==> src/rtl/gray_counter.sv <==
// Registered up/down Gray-code sequence generator with load, terminal-count decode and wrap pulse.
// Define GRAY_COUNTER_SAT_EN to saturate at the sequence ends instead of wrapping.
module gray_counter #(
  parameter int DATA_WIDTH = 16
) (
  input  logic                  clk,
  input  logic                  resetn,
  input  logic                  load,
  input  logic [DATA_WIDTH-1:0] load_bin,
  input  logic                  en,
  input  logic                  dir,
  output logic [DATA_WIDTH-1:0] bin,
  output logic [DATA_WIDTH-1:0] gray,
  output logic                  tc,
  output logic                  wrap
);

  localparam logic [DATA_WIDTH-1:0] ONE = DATA_WIDTH'(1);

  logic [DATA_WIDTH-1:0] bin_q, bin_d;
  logic [DATA_WIDTH-1:0] gray_q, gray_d;
  logic                  wrap_q, wrap_d;

  // tc depends only on the registered index and the live dir, never on load/en.
  assign tc = dir ? (bin_q == '0) : (bin_q == '1);

  always_comb begin
    bin_d  = bin_q;
    wrap_d = 1'b0;
    if (load) begin
      bin_d = load_bin;
    end else if (en) begin
`ifdef GRAY_COUNTER_SAT_EN
      if (!tc) begin
        bin_d = dir ? (bin_q - ONE) : (bin_q + ONE);
      end
`else
      bin_d  = dir ? (bin_q - ONE) : (bin_q + ONE);
      wrap_d = tc;
`endif
    end
    // Encode from the next index so gray and bin land on the same edge.
    gray_d = bin_d ^ (bin_d >> 1);
  end

  always_ff @(posedge clk or negedge resetn) begin
    if (!resetn) begin
      bin_q  <= '0;
      gray_q <= '0;
      wrap_q <= 1'b0;
    end else begin
      bin_q  <= bin_d;
      gray_q <= gray_d;
      wrap_q <= wrap_d;
    end
  end

  assign bin  = bin_q;
  assign gray = gray_q;
  assign wrap = wrap_q;

endmodule

==> config.mk <==
export PLATFORM = sky130hd
export DESIGN_NAME = gray_counter
export DESIGN_NICKNAME = d
export VERILOG_FILES = /design/src/rtl/gray_counter.sv
export SDC_FILE = /design/constraint.sdc
export NUM_CORES = 1
export LEC_CHECK = 0
export ABC_AREA = 0
export BUFFER_PORTS_ARGS = -buffer_cell sky130_fd_sc_hd__buf_2
export CAP_MARGIN = 15
export CORE_UTILIZATION = 28
export CTS_CLUSTER_SIZE = 24
export DETAILED_ROUTE_END_ITERATION = 16
export PLACE_DENSITY = 0.46
export SYNTH_ARGS = -nofsm -noshare
export SYNTH_HDL_FRONTEND = slang
export SYNTH_SLANG_ARGS = --single-unit
==> constraint.sdc <==
create_clock -name clk -period 7.46 [get_ports clk]
set_clock_uncertainty 0.05 [all_clocks]
set_input_delay 1.492 -clock clk [delete_from_list [all_inputs] [get_ports clk]]
set_output_delay 1.492 -clock clk [all_outputs]
set_load 0.02 [all_outputs]
Word-level counts from Yosys, hierarchy flattened
Cells that the tools add are included.

word-level totals
  register bits = 33
  input port bits = 21
  word-level logic and storage cells = 14

operators by class
  add/sub/neg operators = 2
  eq/ne operators = 1
  mux-type cells = 6
  bitwise gates (word level) = 1
  reductions and logical operators = 1

operator list
  kind                                                                  number
  16-bit two-way mux                                                    3
  16-bit by 1-bit adder with 16-bit output, second input constant       1
  16-bit == test, second input constant                                 1
  16-bit zero test                                                      1
  16-bit by 1-bit subtractor with 16-bit output, second input constant  1
  16-bit by 15-bit XOR with 16-bit output                               1
  1-bit two-way mux                                                     3

Logic depth before layout (Yosys ltp)
Gate-level depths: netlist of run 1.

  depth after elaboration = 5
  gate-level depth with buffers = 9
  mapped depth without buffers = 9

Least setup slack after synthesis of run 1
OpenSTA, ideal clock, no wires.

  kind = input -> output
  from = in dir
  to = out tc
  arrival time = 2.396 ns
  data required time = 5.918 ns
  setup slack = 3.522 ns
  stages on the path = 3
  path buffers = 0
  cells stage by stage = nor4b_1 -> nand4_1 -> o31ai_1

on the way
  longest elaborated chain between the ends = 1

RTL lines
  what               RTL line  text
  from (decl)        11        input logic dir,
  1-bit two-way mux  25        assign tc = dir ? (bin_q == '0) : (bin_q == '1);
  to (decl)          14        output logic tc,

No other way between the ends.

Worst setup path in the final report of run 1
Same ends and word-level chain as after synthesis.

==> impl_metrics.ini, run 1 <==
[sta]
tns_ns = 0
rsz0062_at_grt = false
hold_viol = 0
layout_min_cycle_time_ns = 4.312
max_freq_ghz = 0.2319
final_max_slew_viol_count = 0
finalCritPeriodShare = 0.5781
max-slew-margin-rel = 0.5211
setup_viol = 0
tightest_slew_ns = 0.7184
hold-worst-slack_ns = 0.6300

[global_routing]
globalRouteOverflowTotal = 0
grtUsageTotal = 0.1375
antenna_found_initial = 0
grt_pass1_wl_um = 8148
grt_pass1_vias = 1694
grt_max_degree = 34

[drt]
firstDrtPassIters = 3
routed_wl_um = 4862
drt-initial-drc-count = 30
ant_nets = 0
wire_per_inst_um = 13.73
drc_errors = 0
drt-vias-per-instance = 4.596
vias = 1627

[synth]
synth.most_common_cell = dfrtp_1
syn_area_um2 = 2059
synthTopCellsByCount = dfrtp_1, xnor2_1, o21ai_0
synth_edf_count = 0
async_flop_share = 1.000
avgSynthCellArea_um2 = 10.05
synth_seq_area_share = 0.3888
yosysWarnings = 0
yosysTopAreaCellShare = 0.3888
ys_ff_latch = 32
synth.distinct_cells = 41
synth.net_count = 241
synthCells = 205
synth_top_cell_by_area = dfrtp_1
ys_top_cells_by_area = dfrtp_1, xnor2_1, ha_1
synth_top_flop_cell = dfrtp_1

[clock_network]
cts.htree.levels = 2
numCtsBuffers = 5
hold_buffers = 0
post_cts_resized = 0
cts_root_buffer = clkbuf_8
clkTransAtPathRegs_ns = 0.06
clockBufferDepth = 2
postCtsSetupRepairBufs = 0
cts_tree = built
clkSinkCount = 32
clk_latency_ns = 0.28

[floorplan]
dieArea_um2 = 7702
die_h_um = 87.76
chipWidth_um = 87.76
ioPinCount = 55
initial_core_util = 0.2966
num_rows = 30
coreArea_um2 = 6944

[placed_design]
io_buffers = 54
gp_congestion = 0.8025
hpwl_um = 3622

[worst_hold_path]
hold_depth = 2
hold_class = register to register

[run]
maxCapViolations = 0

[setup_path]
slowest_stage = nor4b_1
cpPeakStageDelay_ns = 0.35
crit_buf_inv = 2
cp-start-kind = input port
cp-end-kind = primary output
r2r_cells = 9
worstPathRequired_ns = 5.92
path_common_cell = buf_2
path_delay_family = buffers and inverters
cp.depth = 5
worstPathArrival_ns = 2.77
path_cells = buf_2 > nor4b_1 > nand4_1 > o31ai_1 > buf_2
crit_path_max_fanout = 18
worstSetupPathType = input port to primary output

[power]
p_per_area_nw_per_um2 = 318.0
power.leakage_uw = 0.001168
irDropWorstVdd_mv = 0.1358

[status]
outcome = completed

[cells_and_area]
layout-drive-gt1-share = 0.2636
final_net_count = 296
area.growth.synth_to_final_pct = 21.02
diodes = 0
-- power by group --
group	internal (µW)	switching, µW	leakage, µW
clock	60.0	58.8	0.0000359
sequential	228	40.2	0.000379
combinational	169	237	0.000753
total	456	336	0.00117
-- per-stage QoR --
stage                     utilization  power [µW]  instances  area, µm²  setup WS [ns]
final                          0.3589       792.5        354       2492          3.148
after global routing           0.3589       857.3        354       2492          2.939
after CTS                      0.3589       806.6        354       2492          3.147
after detailed placement       0.3490       678.8        349       2424          3.162
after global placement         0.3490       681.5        349       2424          3.197
after floorplan                     -       564.0        205       2059          3.522
-- state kept, by name (all words and copies together) (netlist names) --
signal,count
bin,16
gray,15
wrap,1
-- tightest hold or removal path: stages, from the launching register on --
cell	delay (ns)
dfrtp_1	0.41
o31ai_1	0.11
nor2b_1	0.12
-- layout make-up --
cell class / count / area [µm²]
Multi-Input combinational cell: 157 / 1195
Inverter: 10 / 37.54
Tap cell: 96 / 120.1
Fill cell: 752 / 4452
Timing Repair Buffer: 54 / 270.3
Clock buffer: 5 / 68.82
Sequential cell: 32 / 800.8
-- layer usage --
layer,track usage,vias up,share of wire
met5,0,-,0
met4,0.04024,0,0.0033
met3,0.03205,2,0.039
met2,0.2290,31,0.48
met1,0.1771,755,0.48
li1,-,839,-
-- kinds of logic (layout without fill, tap and decap cells) --
group | Yosys count | after routing | synth area share
flops | 32 | 32 | 0.3888
simple gates | 44 | 44 | 0.1112
compound gates | 51 | 51 | 0.1634
fa+ha+maj | 15 | 15 | 0.09478
mux | 13 | 13 | 0.06622
xor+xnor | 34 | 34 | 0.1446
buf+inv | 16 | 69 | 0.03099
-- final timing paths --
kind                          from       end  slack [ns]
min                        bin[14]      wrap        0.63
max                            dir        tc        3.15
max reg2reg                 bin[0]  gray[14]        4.56
max in group asynchronous   resetn    bin[8]        5.68
min reg2reg                bin[14]      wrap        0.63
min in group asynchronous   resetn    bin[6]        1.22
-- layout by cell type (no fill, tap or decap), types with 2 or more instances in the layout --
master and instances:
a211oi_1 3, a21boi_0 2, a21o_1 5, a21oi_1 10, a221oi_2 2, a22oi_1 3, a31oi_1 2, and2_1 2
buf_2 54, clkbuf_8 5, dfrtp_1 32, ha_1 14, inv_1 10, mux2_2 5, mux2i_1 8, nand2_1 12
nand3_1 4, nand4_1 3, nor2_1 8, nor2b_1 4, nor4_1 3, o211ai_1 2, o21ai_0 15, xnor2_1 21
xor2_1 13
(Power assumes the default switching activity.)
==> run 2, diff against run 1 <==
==> constraint.sdc (replaced) <==
create_clock -name clk -period 4.35 [get_ports clk]
set_clock_uncertainty 0.05 [all_clocks]
set_input_delay 0.87 -clock clk [delete_from_list [all_inputs] [get_ports clk]]
set_output_delay 0.87 -clock clk [all_outputs]
set_load 0.02 [all_outputs]
==> run 2 against run 1 <==
Against the previous run:
- hold slack got worse by 0.039 ns
- final cell count increased by 0.85%
- die area did not move
- largest cell class unchanged
- register-to-register slack got worse by 3.1 ns
- power up 75%
- clock power is 98% higher
- via count increased by 1.8%
- critical endpoint is now gray[13]
==> impl_metrics.ini, run 2 (synthesized netlist as in run 1, its figures left out) <==
[setup_path]
cpPeakStageDelay_ns = 0.41
r2r_setup_slack_ns = 1.46
r2r_cells = 9
cp-start-kind = input port
r2r_start = bin[0]
slowest_stage = a221oi_2
r2r_end = gray[13]
cp-end-kind = register
crit_buf_inv = 1
path_delay_family = compound AO/OA/AOI/OAI gates
path_cells = buf_2 > ha_1 > a21o_1 > a221oi_2 > o22ai_1 > a31o_1 > a31oi_1 > xnor2_1 > a221oi_2 > xnor2_1
worstPathRequired_ns = 4.46
crit_path_max_fanout = 18
worstSetupPathType = input port to register
worstPathArrival_ns = 3.41

[drt]
drt-initial-drc-count = 49
ant_nets = 0
routed_wl_um = 4804
firstDrtPassIters = 4
drc_errors = 0
wire_per_inst_um = 13.46
drt-vias-per-instance = 4.639
vias = 1656

[floorplan]
ioPinCount = 55
coreArea_um2 = 6944
initial_core_util = 0.2966
num_rows = 30
chipWidth_um = 87.76
die_h_um = 87.76
dieArea_um2 = 7702

[sta]
hold_viol = 0
tns_ns = 0
final_max_slew_viol_count = 0
layout_min_cycle_time_ns = 3.301
tightest_slew_ns = 0.7291
max-slew-margin-rel = 0.5140
max_freq_ghz = 0.3029
setup_ws_ns = 1.049
setup_viol = 0
finalCritPeriodShare = 0.7590
rsz0062_at_grt = false

[clock_network]
cts_root_buffer = clkbuf_8
postCtsSetupRepairBufs = 0
clockBufferDepth = 2
clkSinkCount = 32
clk_latency_ns = 0.28
cts_tree = built
numCtsBuffers = 5
post_cts_resized = 0
cts.htree.levels = 2
hold_buffers = 0
clkTransAtPathRegs_ns = 0.06

[power]
switching_share = 0.4176
pwr-share-clk = 0.170
internal_power_uw = 808.6
p_per_area_nw_per_um2 = 552.4
irDropWorstVdd_mv = 0.2007
seqPwrFrac = 0.330
combPwrFrac = 0.501
power.switching_uw = 579.9
power.leakage_uw = 0.001178

[global_routing]
grt_max_degree = 34
grt_pass1_vias = 1681
grtUsageTotal = 0.1356
globalRouteOverflowTotal = 0
grt_pass1_wl_um = 7969
antenna_found_initial = 0

[status]
outcome = completed

[placed_design]
post-place-ws_ns = 0.7322
dp.cells = 349
gp_congestion = 0.8234
io_buffers = 54
hpwl_um = 3652

[worst_hold_path]
hold_class = input port to asynchronous set/reset pin

[cells_and_area]
largest_reg_flops = 16
fill_cells = 754
layout-drive-gt1-share = 0.2644
final_net_count = 296
layout_common_cells = buf_2, dfrtp_1, xnor2_1
diodes = 0
area.growth.synth_to_final_pct = 22.05
finalNonFillerCells = 357
final_common_cell = buf_2

[run]
maxCapViolations = 0
==> run 2: changes by cell type in the layout (fill, tap and decap cells not counted) <==
cell	previous run	this run
clkbuf_1	0	2
clkbuf_8	5	6
==> run 2: worst max path at each step <==
stage	depth (start not counted)	from	to	slack, ns
6_report	10	dir	gray[13]	1.05
5_1_grt	10	dir	gray[13]	0.87
4_1_cts	10	dir	gray[13]	1.03
3_5_place_dp	10	dir	gray[13]	0.73
3_3_place_gp	10	dir	gray[13]	0.79
2_1_floorplan	9	dir	gray[13]	1.31
==> run 2: per-layer routing <==
layer,track usage,part of all wire,vias to the layer above
li1,-,-,849
met1,0.1775,0.47,763
met2,0.2185,0.47,39
met3,0.03110,0.043,5
met4,0.04918,0.011,0
met5,0,0,-
==> run 2: final cells by class <==
class                   instances  area [µm²]  share of cell area
flip-flops and latches         32       800.8              0.3186
repair buffers                 54       270.3              0.1075
inverters                      10       37.54             0.01493
well taps                      96       120.1             0.04778
clock buffers                   8       90.09             0.03584
multi-input cells             157        1195              0.4754
==> run 2: metrics by stage <==
stage | instance area [µm²] | hold slack (ns) | total power (µW) | util
after CTS | 2514 | 0.6155 | 1415 | 0.3620
after global routing | 2514 | 0.6607 | 1505 | 0.3620
after global placement | 2424 | 0.6503 | 1168 | 0.3490
after floorplan | 2059 | 0.5244 | 967.2 | -
final | 2514 | 0.5914 | 1389 | 0.3620
after detailed placement | 2424 | 0.6425 | 1167 | 0.3490
==> run 2: power groups by stage <==
stage                     logic [µW]  clock network [µW]  registers [µW]
after CTS                        705                 250             460
after global routing             776                 258             472
final                            695                 236             458
after detailed placement         702                   0             465
after global placement           702                   0             466
after floorplan                  395                   0             573
==> run 3, diff against run 2 <==
==> constraint.sdc (replaced) <==
create_clock -name clk -period 3.5 [get_ports clk]
set_clock_uncertainty 0.05 [all_clocks]
set_input_delay 0.7 -clock clk [delete_from_list [all_inputs] [get_ports clk]]
set_output_delay 0.7 -clock clk [all_outputs]
set_load 0.02 [all_outputs]
==> run 3 against run 2 <==
Against the previous run:
- final cell count is 0.56% higher
- via count stayed put
- critical path depth stayed put
- sequential power is 24% higher
- non-clock buffer count is 2 higher
- count of clock-buffer cells in the layout is 2 lower
- sequential share of layout area is 0.41 points lower
- first-iteration DRC count is 51% higher
- design area is 1.3% higher
- highest routed layer unchanged
- clock power is 47% higher
==> impl_metrics.ini, run 3 (synthesized netlist as in run 1, its figures left out) <==
[clock_network]
cts_root_buffer = clkbuf_8
post_cts_resized = 0
clockBufferDepth = 2
clkTransAtPathRegs_ns = 0.07
cts_tree = built
postCtsSetupRepairBufs = 0
numCtsBuffers = 5
clk_latency_ns = 0.28
clkSinkCount = 32
cts.htree.levels = 2
hold_buffers = 0

[drt]
routed_wl_um = 4762
top_layer = met4
ant_nets = 0
wl_met2_um = 2234
wire_per_inst_um = 13.26
wl_met1_um = 2195
drc_errors = 0
drt-vias-per-instance = 4.613
dr_wl_met3_um = 225
firstDrtPassIters = 4
vias = 1656
drt-initial-drc-count = 74

[placed_design]
hpwl_um = 3617
dpl_cell_area_um2 = 2439
io_buffers = 54
gp_congestion = 0.8063
post-place-ws_ns = 0.1626

[power]
totalPowerFinal_uw = 1784
p_per_area_nw_per_um2 = 700.7
irDropWorstVdd_mv = 0.2525
power.leakage_uw = 0.001197

[floorplan]
coreArea_um2 = 6944
num_rows = 30
initial_core_util = 0.2966
ioPinCount = 55
die_h_um = 87.76
chipWidth_um = 87.76
dieArea_um2 = 7702

[global_routing]
grt_pass1_wl_um = 7879
grt_pass1_vias = 1687
grt_max_degree = 34
grtUsageTotal = 0.1336
antenna_found_initial = 0
globalRouteOverflowTotal = 0

[status]
outcome = completed

[setup_path]
worstPathRequired_ns = 3.61
worstSetupPathType = input port to register
crit_path_max_fanout = 9
worstPathArrival_ns = 3.16
cp-start-kind = input port
cp-end-kind = register

[cells_and_area]
layout_common_cells = buf_2, dfrtp_1, xnor2_1
final_net_count = 298
area.growth.synth_to_final_pct = 23.63
final_common_cell = buf_2
layout-drive-gt1-share = 0.2738
final_cell_area_um2 = 2546
largest_reg_flops = 16
diodes = 0

[sta]
setup_viol = 0
max-slew-margin-rel = 0.5147
max_freq_ghz = 0.3278
layout_min_cycle_time_ns = 3.051
tns_ns = 0
final_max_slew_viol_count = 0
setup_ws_ns = 0.4494
tightest_slew_ns = 0.7280
rsz0062_at_grt = false
finalCritPeriodShare = 0.8716
hold_viol = 0

[worst_hold_path]
hold_class = input port to asynchronous set/reset pin

[run]
maxCapViolations = 0
-- run 3: cell count changes in the layout (fill, tap and decap cells not counted) --
cell	before	now
clkinv_2	0	1
bufinv_16	0	1
clkbuf_1	2	1
buf_4	0	2
clkbuf_8	6	5
-- run 3: power breakdown --
part	switching [µW]	leakage [µW]	internal (µW)
logic	504	0.000763	363
clock network	137	0.0000552	211
registers	84.2	0.000379	485
total	725	0.00120	1060
-- run 3: path summary, 6_finish.rpt --
check                                  from  slack [ns]        to  cells past startpoint
min in group clk                load_bin[5]        0.63    bin[5]                      3
worst max-delay path                    dir        0.45  gray[14]                     10
worst max register to register       bin[0]        0.56  gray[14]                      9
worst min-delay path                 resetn        0.42   gray[0]                      1
max in group asynchronous            resetn        2.51    bin[9]                      1
worst min register to register      bin[15]        0.66   bin[15]                      2
-- run 3: layout make-up --
type | instances | area [µm²]
clock inverter | 2 | 35.03
sequential | 32 | 800.8
fill | 719 | 4398
clock buffer | 6 | 72.57
tap | 96 | 120.1
inverter | 10 | 37.54
timing repair buffer | 56 | 285.3
multi-input combinational | 157 | 1195
-- run 3: through the flow --
stage / utilization / instances / hold WS (ns)
4_1_cts: 0.3667 / 359 / 0.4425
5_1_grt: 0.3667 / 359 / 0.4819
6_report: 0.3667 / 359 / 0.4182
2_1_floorplan: - / 205 / 0.3544
3_3_place_gp: 0.3512 / 351 / 0.6504
3_5_place_dp: 0.3512 / 351 / 0.6560
-- run 3: critical path, stage by stage --
cell and delay, ns:
buf_2 0.17, fa_1 0.47, a21o_1 0.20, a221oi_2 0.40
o22ai_1 0.14, a31o_1 0.26, a31oi_1 0.22, xnor2_1 0.11
a221oi_2 0.37, xnor2_1 0.12
-- run 3: layer usage --
metal,vias to the layer above,track usage
met3,9,0.03487
met1,757,0.1662
met5,-,0
met2,41,0.2171
met4,0,0.05961
li1,849,-
